File: config.mk
export PLATFORM = sky130hd
export DESIGN_NAME = attack_query_sched
export DESIGN_NICKNAME = d
export VERILOG_FILES = /design/src/rtl/attack_query_sched.sv
export SDC_FILE = /design/constraint.sdc
export NUM_CORES = 1
export LEC_CHECK = 0
export BUFFER_PORTS_ARGS = -buffer_cell sky130_fd_sc_hd__buf_4
export CORE_AREA = 2 2 387 389
export DETAILED_ROUTE_END_ITERATION = 12
export DIE_AREA = 0 0 389 391
export REMOVE_ABC_BUFFERS = 1
export SLEW_MARGIN = 20
export SYNTH_ARGS = -nofsm -noshare
export SYNTH_HDL_FRONTEND = slang
export SYNTH_SLANG_ARGS = --single-unit
export TNS_END_PERCENT = 30
File: constraint.sdc
create_clock -name clk -period 4.8 [get_ports clk]
set_clock_uncertainty 0.15 [all_clocks]
set_input_delay 0.96 -clock clk [delete_from_list [all_inputs] [get_ports clk]]
set_output_delay 0.96 -clock clk [all_outputs]
set_load 0.01 [all_outputs]
File: src/rtl/attack_query_sched.sv
// ----------------------------------------------------------------------------
// attack_query_sched
//
// Shares one single-square attack evaluator between two requesters: the
// legality checker (port 0) and the castling-path checker (port 1).
// A request carries a board, an attacker side and a 64-bit square mask. The
// block arbitrates round-robin between the ports, walks the set mask bits in
// ascending order, issues one evaluator query per square and collects a
// per-square attacked map plus an any-attacked summary. A query that gets no
// answer within EVAL_TIMEOUT cycles is abandoned and the square is reported
// as attacked (conservative), with rsp_timeout raised.
//
// Ports
//   clk, reset          clock; synchronous active-high reset
//   req_valid[1:0]      per-requester request valid
//   req_ready[1:0]      per-requester accept (combinational, one-hot or zero)
//   req_board0/1        board per requester
//   req_attacker[1:0]   per-requester attacker side (0 white, 1 black)
//   req_mask0/1         squares to test per requester
//   req_early_exit[1:0] per-requester: stop at first attacked square
//   ev_board            latched board to evaluator bank
//   ev_attacker         latched attacker side
//   ev_square           square index under test
//   ev_valid            one-cycle query strobe
//   attacked            evaluator result
//   attacked_valid      evaluator result strobe
//   rsp_valid/rsp_ready response handshake (rsp_valid held until accepted)
//   rsp_id              requester owning the response
//   rsp_map             bit s set = square s attacked
//   rsp_any             OR of rsp_map
//   rsp_timeout         at least one query was abandoned
// ----------------------------------------------------------------------------
module attack_query_sched #(
    parameter int unsigned PIECE_WIDTH  = 4,
    parameter int unsigned BOARD_WIDTH  = 256,
    parameter int unsigned EVAL_TIMEOUT = 16
) (
    input  logic                   clk,
    input  logic                   reset,
    input  logic [1:0]             req_valid,
    output logic [1:0]             req_ready,
    input  logic [BOARD_WIDTH-1:0] req_board0,
    input  logic [BOARD_WIDTH-1:0] req_board1,
    input  logic [1:0]             req_attacker,
    input  logic [63:0]            req_mask0,
    input  logic [63:0]            req_mask1,
    input  logic [1:0]             req_early_exit,
    output logic [BOARD_WIDTH-1:0] ev_board,
    output logic                   ev_attacker,
    output logic [5:0]             ev_square,
    output logic                   ev_valid,
    input  logic                   attacked,
    input  logic                   attacked_valid,
    output logic                   rsp_valid,
    input  logic                   rsp_ready,
    output logic                   rsp_id,
    output logic [63:0]            rsp_map,
    output logic                   rsp_any,
    output logic                   rsp_timeout
);

    // ------------------------------------------------------------------------
    // Elaboration-time parameter sanity
    // ------------------------------------------------------------------------
    if (BOARD_WIDTH != PIECE_WIDTH * 64) begin : g_bad_board_width
        $error("attack_query_sched: BOARD_WIDTH must equal PIECE_WIDTH*64");
    end
    if (EVAL_TIMEOUT < 2) begin : g_bad_timeout
        $error("attack_query_sched: EVAL_TIMEOUT must be at least 2");
    end

    localparam int unsigned CNT_W = $clog2(EVAL_TIMEOUT + 1);

    typedef enum logic [1:0] {
        S_IDLE,
        S_ISSUE,
        S_WAIT,
        S_DONE
    } state_t;

    // ------------------------------------------------------------------------
    // Registers
    // ------------------------------------------------------------------------
    state_t                 r_state;
    logic                   r_last_grant;
    logic [BOARD_WIDTH-1:0] r_board;
    logic                   r_attacker;
    logic [63:0]            r_mask;
    logic                   r_early;
    logic                   r_id;
    logic [63:0]            r_map;
    logic                   r_timeout;
    logic [5:0]             r_square;
    logic [CNT_W-1:0]       r_cnt;

    // ------------------------------------------------------------------------
    // Combinational signals
    // ------------------------------------------------------------------------
    state_t                 w_state_nxt;
    logic                   w_grant;
    logic                   w_accept;
    logic [63:0]            w_req_mask;
    logic [BOARD_WIDTH-1:0] w_req_board;
    logic                   w_tmo_hit;
    logic                   w_result_valid;
    logic                   w_result;
    logic                   w_finish;

    // Index of the lowest set bit; 0 for an empty mask.
    function automatic logic [5:0] f_lowest(input logic [63:0] m);
        logic [5:0] idx;
        idx = '0;
        for (int unsigned i = 64; i > 0; i--) begin
            if (m[i-1]) begin
                idx = 6'(i - 1);
            end
        end
        return idx;
    endfunction

    // ------------------------------------------------------------------------
    // Arbitration: round-robin when both ports request, otherwise whichever
    // port is valid. Only the granted port sees req_ready, and only in IDLE.
    // ------------------------------------------------------------------------
    always_comb begin
        w_grant   = (&req_valid) ? ~r_last_grant : req_valid[1];
        w_accept  = (r_state == S_IDLE) && (|req_valid);
        req_ready = '0;
        req_ready[w_grant] = w_accept;
        w_req_mask  = w_grant ? req_mask1  : req_mask0;
        w_req_board = w_grant ? req_board1 : req_board0;
    end

    // ------------------------------------------------------------------------
    // Result qualification. A real result wins over a timeout landing in the
    // same cycle. An abandoned query counts as attacked.
    // ------------------------------------------------------------------------
    always_comb begin
        w_tmo_hit      = (r_state == S_WAIT) && !attacked_valid &&
                         (r_cnt == CNT_W'(EVAL_TIMEOUT));
        w_result_valid = ((r_state == S_WAIT) && attacked_valid) || w_tmo_hit;
        w_result       = attacked_valid ? attacked : 1'b1;
        // r_mask already has the current square cleared while in WAIT.
        w_finish       = (w_result && r_early) || (r_mask == '0);
    end

    // ------------------------------------------------------------------------
    // FSM state register
    // ------------------------------------------------------------------------
    always_ff @(posedge clk) begin
        if (reset) begin
            r_state <= S_IDLE;
        end else begin
            r_state <= w_state_nxt;
        end
    end

    // ------------------------------------------------------------------------
    // FSM next state and strobe outputs
    // ------------------------------------------------------------------------
    always_comb begin
        w_state_nxt = r_state;
        ev_valid    = 1'b0;
        rsp_valid   = 1'b0;
        case (r_state)
            S_IDLE: begin
                if (w_accept) begin
                    w_state_nxt = (w_req_mask == '0) ? S_DONE : S_ISSUE;
                end
            end
            S_ISSUE: begin
                ev_valid    = 1'b1;
                w_state_nxt = S_WAIT;
            end
            S_WAIT: begin
                if (w_result_valid) begin
                    w_state_nxt = w_finish ? S_DONE : S_ISSUE;
                end
            end
            S_DONE: begin
                rsp_valid = 1'b1;
                if (rsp_ready) begin
                    w_state_nxt = S_IDLE;
                end
            end
            default: w_state_nxt = S_IDLE;
        endcase
    end

    // ------------------------------------------------------------------------
    // Datapath. r_square is loaded with the next square one cycle ahead of
    // ISSUE, so ev_square is already valid during the ev_valid strobe and
    // stays stable through WAIT, where the result is written back.
    // ------------------------------------------------------------------------
    always_ff @(posedge clk) begin
        if (reset) begin
            r_last_grant <= 1'b1;
            r_board      <= '0;
            r_attacker   <= 1'b0;
            r_mask       <= '0;
            r_early      <= 1'b0;
            r_id         <= 1'b0;
            r_map        <= '0;
            r_timeout    <= 1'b0;
            r_square     <= '0;
            r_cnt        <= '0;
        end else begin
            case (r_state)
                S_IDLE: begin
                    if (w_accept) begin
                        r_board      <= w_req_board;
                        r_attacker   <= req_attacker[w_grant];
                        r_mask       <= w_req_mask;
                        r_early      <= req_early_exit[w_grant];
                        r_id         <= w_grant;
                        r_map        <= '0;
                        r_timeout    <= 1'b0;
                        r_last_grant <= w_grant;
                        r_square     <= f_lowest(w_req_mask);
                    end
                end
                S_ISSUE: begin
                    r_mask[r_square] <= 1'b0;
                    r_cnt            <= CNT_W'(1);
                end
                S_WAIT: begin
                    if (w_result_valid) begin
                        r_map[r_square] <= w_result;
                        if (w_tmo_hit) begin
                            r_timeout <= 1'b1;
                        end
                        if (!w_finish) begin
                            r_square <= f_lowest(r_mask);
                        end
                    end else begin
                        r_cnt <= r_cnt + 1'b1;
                    end
                end
                default: begin
                end
            endcase
        end
    end

    // ------------------------------------------------------------------------
    // Outputs
    // ------------------------------------------------------------------------
    assign ev_board    = r_board;
    assign ev_attacker = r_attacker;
    assign ev_square   = r_square;
    assign rsp_id      = r_id;
    assign rsp_map     = r_map;
    assign rsp_any     = |r_map;
    assign rsp_timeout = r_timeout;

endmodule

Yosys cells after proc, flatten, opt, wreduce, memory -nomap -nowiden
Index checks and enable logic that the tools add are counted.

word-level totals
  bits in read-only memories = 0
  memories kept = 0
  output and inout bits = 334
  flip-flop bits (word level) = 402
  bits in writable memories = 0
  bits in latches = 0
  input port bits = 651

cells by class
  multiply operators = 0
  divide/modulo/power cells = 0
  eq/ne operators = 10
  reductions and logical operators = 26
  magnitude comparators = 4
  multiplexer cells = 164
  shift-type cells = 0
  bitwise operators = 4
  add/sub/neg operators = 1

operators by type and width
  cell                 number
  $mux 6               131
  $mux 256             1
  $mux 64              4
  $pmux 64 s2          2
  $logic_not 64->1     2
  $and 64x64->64       1
  $bwmux 64            1
  $not 64->64          1
  $reduce_or 64->1     1
  $mux 1               13
  $ne 2x2->1 const B   6
  $pmux 6 s2           1
  $mux 2               5
  $pmux 5 s2           1
  $pmux 2 s4           1
  $reduce_and 2->1     4
  $reduce_and 4->1     2
  $logic_and 1x1->1    7
  $lt 6x7->1 const B   1
  $demux 1 s6          1
  $ge 6x1->1 const B   1
  $reduce_and 3->1     2
  $reduce_bool 2->1    3
  $add 5x1->5 const B  1
  other kinds (14)     16

Depth between registers and ports, before layout
Gate-level depths: netlist (run 1).

  word-level depth = 69
  mapped depth = 11

Least setup slack after synthesis (run 1)
No wires, ideal clock.

  path type = input to output
  from = in req_valid[1]
  to = out req_ready[0]
  setup slack = 1.393 ns
  buffers on the path = 4
  arrival = 2.297 ns
  cell stages on the path = 6
  cell sequence = a21boi_1 buf_2 buf_2 clkbuf_1 clkbuf_1 nor2_1

between the ends
  cells in the longest elaborated chain, start to end = 7

ends and longest elaborated chain
  what                                                            RTL line  RTL
  start, declared                                                 40        input logic [1:0] req_valid,
  $reduce_and 2->1                                                126       w_grant = (&req_valid) ? ~r_last_grant : req_valid[1];
  $mux 1                                                          126
  $lt 1x2->1 (implied by the code) or $ge 1x1->1 (tied branches)  129       req_ready[w_grant] = w_accept;
  $logic_and 1x1->1 (implied by the code)                         129
  $mux 1 (implied by the code)                                    129
  $demux 1 s1                                                     129
  $and 2x2->2 (no line) *                                         --
  end, declared                                                   41        output logic [1:0] req_ready,

Mark *: on every way between the ends. The rest lies on a longest branch, timed or not.

Final worst setup path (run 1)
  from = reg r_map[7], in the netlist rsp_map[7]
  to = out rsp_any

between the ends
  cells in the longest elaborated chain, start to end = 1

ends and longest elaborated chain
  what                             RTL line  RTL
  start, declared                  91        logic [63:0] r_map;
  start signal, assigned by index  228       r_map[r_square] <= w_result;
  $reduce_or 64->1                 253       assign rsp_any = |r_map;
  end, declared                    58        output logic rsp_any,

No other way between the ends.

==> results of run 1 <==
==> sequential cells by signal, summed over array words and instances (netlist names) <==
register / flops
r_early: 1
r_cnt: 5
r_mask: 64
rsp_map: 64
r_last_grant: 1
ev_attacker: 1
rsp_timeout: 1
r_state: 2
ev_square: 6
rsp_id: 1
ev_board: 256
==> report_power, final <==
| group | switching (mW) | internal, mW | total (mW) |
|---|---|---|---|
| clock | 1.72 | 2.42 | 4.14 |
| combinational | 1.82 | 1.30 | 3.12 |
| sequential | 0.297 | 3.70 | 4.00 |
| total | 3.84 | 7.42 | 11.3 |
==> critical path: stages, from the launching register on <==
cell and delay (ps):
sky130_fd_sc_hd__dfxtp_1 390, sky130_fd_sc_hd__nor4_1 660, sky130_fd_sc_hd__nand4_1 190, sky130_fd_sc_hd__or4_1 570, sky130_fd_sc_hd__buf_4 160
==> cell usage in the layout, fill, tap and decap left out, types with 31 or more instances in the layout <==
cell type                      n
sky130_fd_sc_hd__nor4_1       52
sky130_fd_sc_hd__dfxtp_1     402
sky130_fd_sc_hd__buf_4      1012
sky130_fd_sc_hd__nor3_1       53
sky130_fd_sc_hd__a311oi_1    328
sky130_fd_sc_hd__mux2i_1      31
sky130_fd_sc_hd__o211ai_1     33
sky130_fd_sc_hd__nor2_1      419
sky130_fd_sc_hd__nand2_1     661
sky130_fd_sc_hd__nand3_1      31
sky130_fd_sc_hd__a21oi_1     136
sky130_fd_sc_hd__a31oi_1      49
sky130_fd_sc_hd__clkbuf_16    53
==> logic make-up after synthesis <==
| kind of cell | share of synthesized area, % |
|---|---|
| AND/OR/NAND/NOR | 28.2 |
| AO/OA/AOI/OAI | 23.7 |
| flip-flops | 40.2 |
| buffers and inverters | 5.09 |
| multiplexers | 2.60 |
| XOR/XNOR | 0.131 |
| adder cells (fa/ha/maj) | 0.125 |
==> how the worst max path moves through the flow <==
| stage | end | cells past startpoint | startpoint | slack (ps) |
|---|---|---|---|---|
| 5_1_grt | rsp_any | 4 | rsp_map[7] | 1000 |
| 2_1_floorplan | ev_attacker | 3 | req_valid[1] | -24560 |
| 3_3_place_gp | ev_square[1] | 8 | req_valid[0] | 690 |
| 6_report | rsp_any | 4 | rsp_map[7] | 1080 |
| 3_5_place_dp | ev_square[1] | 8 | req_valid[0] | 740 |
| 4_1_cts | rsp_any | 4 | rsp_map[7] | 980 |
==> metrics by stage <==
step                hold slack, ps  total power, mW  setup slack [ps]  setup TNS, ps  util (%)
detailed placement             340             7.17               742              0      19.8
global route                   363             11.8               997              0      21.0
global placement               327             7.14               690              0      19.8
finish                         345             11.3              1080              0      21.0
CTS                            349             11.4               983              0      21.0
floorplan                      310             5.88            -24560       -7349740         -
==> cell type report <==
cell class / instances / share of cell area [%]
Inverter: 16 / 0.192
Clock inverter: 23 / 0.865
Timing Repair Buffer: 1026 / 25.2
Antenna cell: 21 / 0.168
Clock buffer: 68 / 4.71
Multi-Input combinational cell: 2024 / 35.3
Sequential cell: 402 / 25.8
Tap cell: 1944 / 7.78
==> routing by layer <==
layer | global-route usage (%) | share of wire [%]
met3 | 5.85 | 9.8
met2 | 28.5 | 49
met5 | 0 | 0.063
met4 | 6.51 | 3.9
met1 | 18.6 | 37
==> metrics.md, run 1 <==
| Metric | Value |
|---|---|
| Status | `complete, no violations` |
| Post-synthesis async set-or-reset flop share | `0%` |
| Prevailing post-synth register cell | `sky130_fd_sc_hd__dfxtp_1` |
| Crit path DAT | `2610 ps` |
| Largest vdd supply drop | `256 uV` |
| Routed wire length per instance | `24.3 um` |
| Final-layout fill cell count | `16700` |
| Final number of hold-violating endpoints | `0` |
| Category of the worst setup path capture point | `output pin` |
| Crit path time final | `3720 ps` |
| Maximum number of pins on one net before global-route repair | `159` |
| Placeable core area | `149000 um^2` |
| Slew at the pin closest to its max-slew limit | `1130 ps` |
| Floorplan die height | `391 um` |
| Average instance area after synthesis | `7.47 um^2` |
| Max-cap violation count | `0` |
| Number of cell rows | `142` |
| Power Dens Cells | `360 nW/um^2` |
| Setup violation total in the final timing report | `0` |
| Cell type contributing the most total cell area after synthesis | `sky130_fd_sc_hd__dfxtp_1` |
| Clock tree from TritonCTS | `done` |
| Post-synth top area share | `40.2%` |
| Antenna violations before repair | `50` |
| Final Net Count | `4175` |
| Area of the multi-input gates | `11000 um^2` |
| Hold Path Stages | `2` |
| Setup Crit Path Kind | `reg2out` |
| Final critical-path share of the clock period | `77.6%` |
| Die area | `152000 um^2` |
| Post-synth design cell area | `20000 um^2` |
| Crit-path max FO | `3` |
| Number of remaining DRC errors | `0` |
| Cell types with the highest counts after synthesis | `661 x sky130_fd_sc_hd__nand2_1, 421 x sky130_fd_sc_hd__nor2_1, 402 x sky130_fd_sc_hd__dfxtp_1` |
| Kind of launch point of the worst setup path | `flip-flop` |
| Post-detail-place hpwl | `108000 um` |
| Top cells by area, synth | `sky130_fd_sc_hd__dfxtp_1 40%, sky130_fd_sc_hd__a311oi_1 14%, sky130_fd_sc_hd__nand2_1 12%` |
| Share of final-layout standard cells stronger than drive strength 1 | `32.3%` |
| Global-route usage over all layers | `16.5%` |
| Capture instance of the worst register-to-register path | `ev_square[1]` |
| Class of the most critical hold timing path | `reg2reg` |
| Hold buffer count at CTS | `0` |
| Hold wc startpoint | `ev_board[88]` |
| Clock buffer count from CTS | `52` |
| I/O pin cnt | `985` |
| Leak Pwr | `13.0 nW` |
| FF-to-FF Start | `r_last_grant` |
| Routed WL | `134000 um` |
| Number of distinct library cell variants in the gate-level netlist after synthesis | `69` |
| Number of warnings reported in the yosys synthesis log | `0` |
| Clock transition at the register clock pins on the worst setup and hold paths after CTS | `60 ps` |
| Post-route antenna net violation count | `0` |
| GP Congestion | `0.967` |
| Post-synth EDFFs | `0` |
| Global-route wire length before repair | `181000 um` |
| Total placed instance area | `29500 um^2` |
| Layout Cells excl Fill | `5524` |
| Layout overhead on the synthesized area | `56.0%` |
| Setup repair after global routing missed its margin | `false` |
| Die width | `389 um` |
| Final instance area | `31200 um^2` |
| Count of TritonRoute iterations in the first routing pass | `5` |
| Required time of the worst setup path | `3690 ps` |
| Number of global-route vias before repair | `23100` |
| Worst reg-to-reg path cell count | `7` |
| Flops & latches, synth | `402` |
| Number of pins exceeding their max-slew limit in the final report | `0` |
| Starting utilization of the core area | `13.5%` |
| Routed vias | `24800` |
| Synthesized instance count | `2681` |
| # clock sinks | `402` |
| Sequential share of the synthesized area | `40.2%` |
| Clock Path Buffers | `3` |
| Buffers added on ports | `984` |
| Max-slew headroom | `24.7%` |
| Library cell with the highest instance count after synthesis | `sky130_fd_sc_hd__nand2_1` |
| Master cell of the clock root buffer | `sky130_fd_sc_hd__clkbuf_16` |
| H-tree depth | `2` |
| Worst Hold Endpoint | `ev_board[88]` |
| Placed cell count | `5412` |
| Clock insertion delay at the later pin of the skew report | `640 ps` |
| CTS resizes | `0` |
| Post-CTS Setup Repair Bufs | `0` |
| Leftover overflow at the end of global routing | `0` |
| Post-detailed-route via-to-cell ratio | `4.48` |
| Number of violations reported at the end of detailed-routing iteration 0 | `2053` |
| Maximum clock frequency | `0.269 GHz` |
| FF/Latch Area | `8050 um^2` |
| Register-to-Register Setup Slack | `1560 ps` |
Note: power is estimated with default switching activity, not from simulation.
==> inputs of run 2 (changes only) <==
Settings changed: CORE_AREA 2 2 387 389 to 2 2 386 388, DIE_AREA 0 0 389 391 to 0 0 388 390.
Clock period 4.8 ns to 3.2 ns, I/O delays scaled along.
==> metrics.md, run 2 (same netlist as run 1, synthesis figures left out) <==
| Metric | Value |
|---|---|
| Status | `complete, no violations` |
| Crit path time final | `3110 ps` |
| Post-detailed-route via-to-cell ratio | `4.47 (-0.28%)` |
| Setup repair after global routing missed its margin | `false` |
| Clock transition at the register clock pins on the worst setup and hold paths after CTS | `70 ps (about the same)` |
| Floorplan die height | `390 um (-0.26%)` |
| Class of the most critical hold timing path | `in2reg` |
| Count of TritonRoute iterations in the first routing pass | `5 (unchanged)` |
| Final Net Count | `4235 (+1.4%)` |
| Slew at the pin closest to its max-slew limit | `1050 ps (-75.3 ps)` |
| Post-detail-place hpwl | `108000 um (+0.28%)` |
| Maximum clock frequency | `0.322 GHz` |
| Global-route usage over all layers | `16.5% (-0.043 points)` |
| Clock tree from TritonCTS | `done` |
| Clock Path Buffers | `3 (unchanged)` |
| Post-CTS Setup Repair Bufs | `0 (unchanged)` |
| Max-slew headroom | `29.4% (+4.7 points)` |
| Leak Pwr | `13.4 nW (+2.8%)` |
| Master cell of the clock root buffer | `sky130_fd_sc_hd__clkbuf_16` |
| Hold Path Stages | `3 (+1)` |
| Maximum number of pins on one net before global-route repair | `137 (-14%)` |
| Hold buffer count at CTS | `0 (unchanged)` |
| Antenna violations before repair | `47 (-6.0%)` |
| Origin of the worst setup path | `rsp_map[6]` |
| FF-to-FF Start | `r_mask[13]` |
| H-tree depth | `2 (unchanged)` |
| Buffers added on ports | `984 (unchanged)` |
| Routed WL | `133000 um (-1.1%)` |
| Hold wc startpoint | `req_board1[45]` |
| Global-route wire length before repair | `181000 um (-0.14%)` |
| Die width | `388 um (-0.26%)` |
| Largest stage delay on the critical path | `560 ps (-100 ps)` |
| Placeable core area | `147000 um^2 (-0.94%)` |
| Setup violation total in the final timing report | `0 (unchanged)` |
| Clock insertion delay at the later pin of the skew report | `640 ps (about the same)` |
| Share of the core filled with cells | `21.6% (+0.61 points)` |
| Starting utilization of the core area | `13.6% (+0.13 points)` |
| Layout overhead on the synthesized area | `59.0%` |
| Kind of launch point of the worst setup path | `flip-flop` |
| Accumulated negative setup slack | `0 ps (unchanged)` |
| Setup Crit Path Kind | `reg2out` |
| Final critical-path share of the clock period | `97.1%` |
| I/O pin cnt | `985 (unchanged)` |
| Crit path DAT | `2320 ps (-290 ps)` |
| Routed wire length per instance | `23.8 um (-2.0%)` |
| Share of final-layout standard cells stronger than drive strength 1 | `33.4% (+1.1 points)` |
| Number of global-route vias before repair | `23400 (+1.4%)` |
| Layout Cells excl Fill | `5572 (+0.87%)` |
| Routed vias | `24900 (+0.59%)` |
| Most frequent standard cell in the layout excluding fill and tap cells | `sky130_fd_sc_hd__buf_4` |
| Final number of hold-violating endpoints | `0 (unchanged)` |
| Number of remaining DRC errors | `0 (unchanged)` |
| Category of the worst setup path capture point | `output pin` |
| Number of pins exceeding their max-slew limit in the final report | `0 (unchanged)` |
| Crit-path max FO | `3 (unchanged)` |
| Required time of the worst setup path | `2410 ps (-1280 ps)` |
| Final-layout fill cell count | `16500 (-1.1%)` |
| Leftover overflow at the end of global routing | `0 (unchanged)` |
| Clock buffer count from CTS | `51 (-1.9%)` |
| Number of cell rows | `141 (-0.70%)` |
| Number of violations reported at the end of detailed-routing iteration 0 | `1784 (-13%)` |
| Worst hold slack | `109 ps (-236 ps)` |
| Post-route antenna net violation count | `0 (unchanged)` |
| CTS resizes | `0 (unchanged)` |
| Largest vdd supply drop | `377 uV (+47%)` |
| # clock sinks | `402 (unchanged)` |
| Die area | `151000 um^2 (-0.51%)` |
| Total Power Consumption | `17.1 mW (+52%)` |
| Cell with the largest stage delay on the worst path | `sky130_fd_sc_hd__or4_1` |
| Worst-path cell chain | `nor4_1, nand4_1, or4_1, buf_4` |
| Commonest cells after routing, fill and taps aside | `1064 x sky130_fd_sc_hd__buf_4, 661 x sky130_fd_sc_hd__nand2_1, 421 x sky130_fd_sc_hd__nor2_1, 402 x sky130_fd_sc_hd__dfxtp_1, 328 x sky130_fd_sc_hd__a311oi_1` |
| Max-cap violation count | `0 (unchanged)` |
| Placed cell count | `5459 (+0.87%)` |
| Power Dens Cells | `537 nW/um^2 (+49%)` |
| Worst reg-to-reg path cell count | `8 (+1)` |
| Max FFs per register | `256 (unchanged)` |
| GP Congestion | `0.931 (-3.8%)` |
## run 2: metal layers
metal	wire (um)	part of all wire, %	vias up	track usage, %
met4	4950	3.7	6	6.44
met1	51400	39	12000	19.2
li1	-	-	11600	-
met2	64200	48	1188	28.2
met5	45	0.034	-	0
met3	11900	9.0	197	5.02
## run 2: power breakdown
part	internal (mW)	switching (mW)
logic	2.04	2.76
registers	5.55	0.445
clock network	3.76	2.55
total	11.3	5.76
## run 2: worst max-delay path: cells and delay by family, from the launching register on
| family | cells | cell delay [ps] |
|---|---|---|
| simple gates | 3 | 1160 |
| flops | 1 | 370 |
| buf+inv | 1 | 160 |
## run 2: final timing paths
| check | endpoint | slack [ps] |
|---|---|---|
| max | rsp_any | 90 |
| min | ev_board[45] | 110 |
| max reg2reg | ev_square[4] | 410 |
| min reg2reg | rsp_id | 340 |
## run 2: through the flow
| stage | setup WS, ps | cell area [um^2] |
|---|---|---|
| 3_5_place_dp | 44.7 | 30000 |
| 3_3_place_gp | 78.1 | 30000 |
| 4_1_cts | 41.0 | 31800 |
| 2_1_floorplan | -25840 | 19100 |
| 5_1_grt | 0.320 | 31800 |
| 6_report | 92.4 | 31800 |
## run 2: layout make-up
class / count / area [um^2] / share of cell area (%)
Clock buffer: 72 / 1510 / 4.73
Clock inverter: 20 / 289 / 0.908
Antenna cell: 21 / 52.6 / 0.165
Inverter: 16 / 60.1 / 0.189
Tap cell: 1930 / 2410 / 7.58
Timing Repair Buffer: 1087 / 8440 / 26.5
Multi-Input combinational cell: 2024 / 11000 / 34.6
Sequential cell: 402 / 8050 / 25.3
==> inputs of run 3 (changes only) <==
Settings changed: CAP_MARGIN set to 25, PLACE_DENSITY set to 0.45.
==> metrics.md, run 3 (same netlist as run 1, synthesis figures left out) <==
| Metric | Value |
|---|---|
| Gate family responsible for the most delay along the worst path | `simple AND/OR/NAND/NOR gates` |
| Class of the most critical hold timing path | `in2reg` |
| Global-route wire length before repair | `181000 um (about the same)` |
| Setup repair after global routing missed its margin | `false` |
| Largest stage delay on the critical path | `500 ps (-60 ps)` |
| Crit path DAT | `2340 ps (+20 ps)` |
| Final critical-path share of the clock period | `98.0% (+0.85 points)` |
| Maximum clock frequency | `0.319 GHz (-0.87%)` |
| Routed wire length per instance | `23.7 um (-0.27%)` |
| Placed cell count | `5467 (+0.15%)` |
| Total Power Consumption | `17.3 mW (+0.90%)` |
| Crit-path max FO | `3 (unchanged)` |
| Kind of launch point of the worst setup path | `flip-flop` |
| Maximum number of pins on one net before global-route repair | `134 (-2.2%)` |
| Max FFs per register | `256 (unchanged)` |
| Clock Path Buffers | `3 (unchanged)` |
| H-tree depth | `2 (unchanged)` |
| Leftover overflow at the end of global routing | `0 (unchanged)` |
| Layout Cells excl Fill | `5595 (+0.41%)` |
| Clock buffer count from CTS | `54 (+5.9%)` |
| FF-to-FF Start | `r_last_grant` |
| Endpoint of the most critical setup path | `rsp_any` |
| Switching Share | `34.1% (+0.47 points)` |
| Routed WL | `133000 um (+0.14%)` |
| Starting utilization of the core area | `13.6% (unchanged)` |
| Master cell of the clock root buffer | `sky130_fd_sc_hd__clkbuf_16` |
| Category of the worst setup path capture point | `output pin` |
| Max-slew headroom | `34.1% (+4.7 points)` |
| Worst-path cell chain | `nor4_1, nand4_1, or4_1, buf_4` |
| Cell with the largest stage delay on the worst path | `sky130_fd_sc_hd__or4_1` |
| Number of violations reported at the end of detailed-routing iteration 0 | `1587 (-11%)` |
| Crit path time final | `3130 ps (+27.3 ps)` |
| Post-CTS Setup Repair Bufs | `0 (unchanged)` |
| Largest vdd supply drop | `427 uV (+13%)` |
| Power Dens Cells | `540 nW/um^2 (+0.46%)` |
| Stages on worst setup path | `4 (unchanged)` |
| Floorplan die height | `390 um (unchanged)` |
| Clock transition at the register clock pins on the worst setup and hold paths after CTS | `70 ps (about the same)` |
| Max-cap violation count | `0 (unchanged)` |
| # clock sinks | `402 (unchanged)` |
| Post-detailed-route via-to-cell ratio | `4.40 (-1.6%)` |
| Capture instance of the worst register-to-register path | `ev_square[0]` |
| Setup violation total in the final timing report | `0 (unchanged)` |
| GP Congestion | `0.886 (-4.8%)` |
| Required time of the worst setup path | `2410 ps (about the same)` |
| Number of remaining DRC errors | `0 (unchanged)` |
| Final Net Count | `4246 (+0.26%)` |
| Leak Pwr | `13.5 nW (+0.54%)` |
| Global-route usage over all layers | `16.5% (+0.017 points)` |
| CTS resizes | `0 (unchanged)` |
| I/O pin cnt | `985 (unchanged)` |
| Final number of hold-violating endpoints | `0 (unchanged)` |
| Slew at the pin closest to its max-slew limit | `980 ps (-70.5 ps)` |
| Net load switching power | `5.89 mW (+2.3%)` |
| Number of global-route vias before repair | `23600 (+0.93%)` |
| Layout overhead on the synthesized area | `59.7%` |
| Combinational cell fraction of total power | `27.5% (-0.6 points)` |
| Commonest cells after routing, fill and taps aside | `1074 x sky130_fd_sc_hd__buf_4, 661 x sky130_fd_sc_hd__nand2_1, 420 x sky130_fd_sc_hd__nor2_1, 402 x sky130_fd_sc_hd__dfxtp_1, 328 x sky130_fd_sc_hd__a311oi_1` |
| Number of pins exceeding their max-slew limit in the final report | `0 (unchanged)` |
| Accumulated negative setup slack | `0 ps (unchanged)` |
| Critical path buffers and inverters | `1 (unchanged)` |
| Portion of total power attributed to sequential cells | `34.8% (-0.2 points)` |
| Clock insertion delay at the later pin of the skew report | `660 ps (+20 ps)` |
| Cell internal pwr | `11.4 mW (+0.19%)` |
| Buffers added on ports | `984 (unchanged)` |
| Die width | `388 um (unchanged)` |
| Origin of the worst setup path | `rsp_map[42]` |
| Most frequent standard cell in the layout excluding fill and tap cells | `sky130_fd_sc_hd__buf_4` |
| Number of cell rows | `141 (unchanged)` |
| Placeable core area | `147000 um^2 (unchanged)` |
| Clock tree from TritonCTS | `done` |
| Die area | `151000 um^2 (unchanged)` |
| Post-detail-place hpwl | `107000 um (-1.6%)` |
| Share of total power in the clock network | `37.6% (+0.7 points)` |
| Register-to-Register Setup Slack | `270 ps (-140 ps)` |
| Count of TritonRoute iterations in the first routing pass | `6 (+1)` |
| Setup Crit Path Kind | `reg2out` |
| Hold buffer count at CTS | `0 (unchanged)` |
| Routed vias | `24600 (-1.2%)` |
| Status | `complete, no violations` |
| Share of final-layout standard cells stronger than drive strength 1 | `33.7% (+0.31 points)` |
| Worst reg-to-reg path cell count | `10 (+2)` |
| Antenna violations before repair | `43 (-8.5%)` |
| Post-route antenna net violation count | `0 (unchanged)` |
[run 3: cell types whose count changed in the layout (fill, tap and decap cells not counted), moves of 2 or more]
| cell | previous run | this run |
|---|---|---|
| sky130_fd_sc_hd__clkinv_4 | 3 | 6 |
| sky130_fd_sc_hd__buf_12 | 22 | 20 |
| sky130_fd_sc_hd__diode_2 | 21 | 27 |
| sky130_fd_sc_hd__buf_4 | 1064 | 1074 |
| sky130_fd_sc_hd__bufinv_16 | 6 | 4 |
| sky130_fd_sc_hd__clkbuf_16 | 52 | 56 |
| sky130_fd_sc_hd__clkbuf_8 | 13 | 10 |
| sky130_fd_sc_hd__clkinv_2 | 5 | 7 |
| sky130_fd_sc_hd__clkbuf_1 | 7 | 10 |
| sky130_fd_sc_hd__inv_6 | 3 | 5 |
[run 3: area by class of cell]
| class | count | area [um^2] |
|---|---|---|
| diodes | 27 | 67.6 |
| clock buffers | 76 | 1580 |
| clock inverters | 25 | 297 |
| fillers | 16600 | 115000 |
| inverters | 16 | 60.1 |
| multi-input cells | 2024 | 11000 |
| flip-flops and latches | 402 | 8050 |
| well taps | 1930 | 2410 |
| repair buffers | 1095 | 8480 |
[run 3: worst min path at each step]
stage                          to             from  slack [ps]  cells past startpoint
global route        ev_board[220]  req_board1[220]          70                      3
global placement    ev_board[126]    ev_board[126]         330                      2
floorplan            r_last_grant     r_last_grant         310                      1
CTS                 ev_board[226]  req_board1[226]          40                      3
finish              ev_board[174]  req_board1[174]         100                      3
detailed placement   ev_board[29]     ev_board[29]         340                      2
[run 3: metal layers]
metal  track usage (%)  part of all wire, %  wire length (um)  vias up
met2              28.1                   49             64600     1056
met5                 0                0.088               117        -
met1              18.5                   37             49500    11700
li1                  -                    -                 -    11600
met4              7.70                  4.4              5860       18
met3              5.75                  9.5             12700      235
[run 3: power by group through the flow]
stage,Combinational [mW],Sequential [mW],Clock [mW]
after detailed placement,4.77,6.12,0
after global routing,5.14,6.07,6.89
after global placement,4.77,6.11,0
final,4.75,6.01,6.50
after CTS,4.78,6.01,6.72
after floorplan,2.29,5.94,0
[run 3: through the flow]
stage	area [um^2]	util (%)	hold slack, ps	setup WS, ps
after floorplan	19100	-	310	-25840
after global placement	30000	20.4	334	-58.6
after detailed placement	30000	20.4	341	-66.4
after CTS	31900	21.7	42.2	16.6
after global routing	32000	21.7	71.1	45.0
final	32000	21.7	102	65.1
[run 3: worst min-delay path, delay by kind of cell]
kind / cells / cell delay, ps
compound gates: 1 / 70
buf+inv: 1 / 110
simple gates: 1 / 50
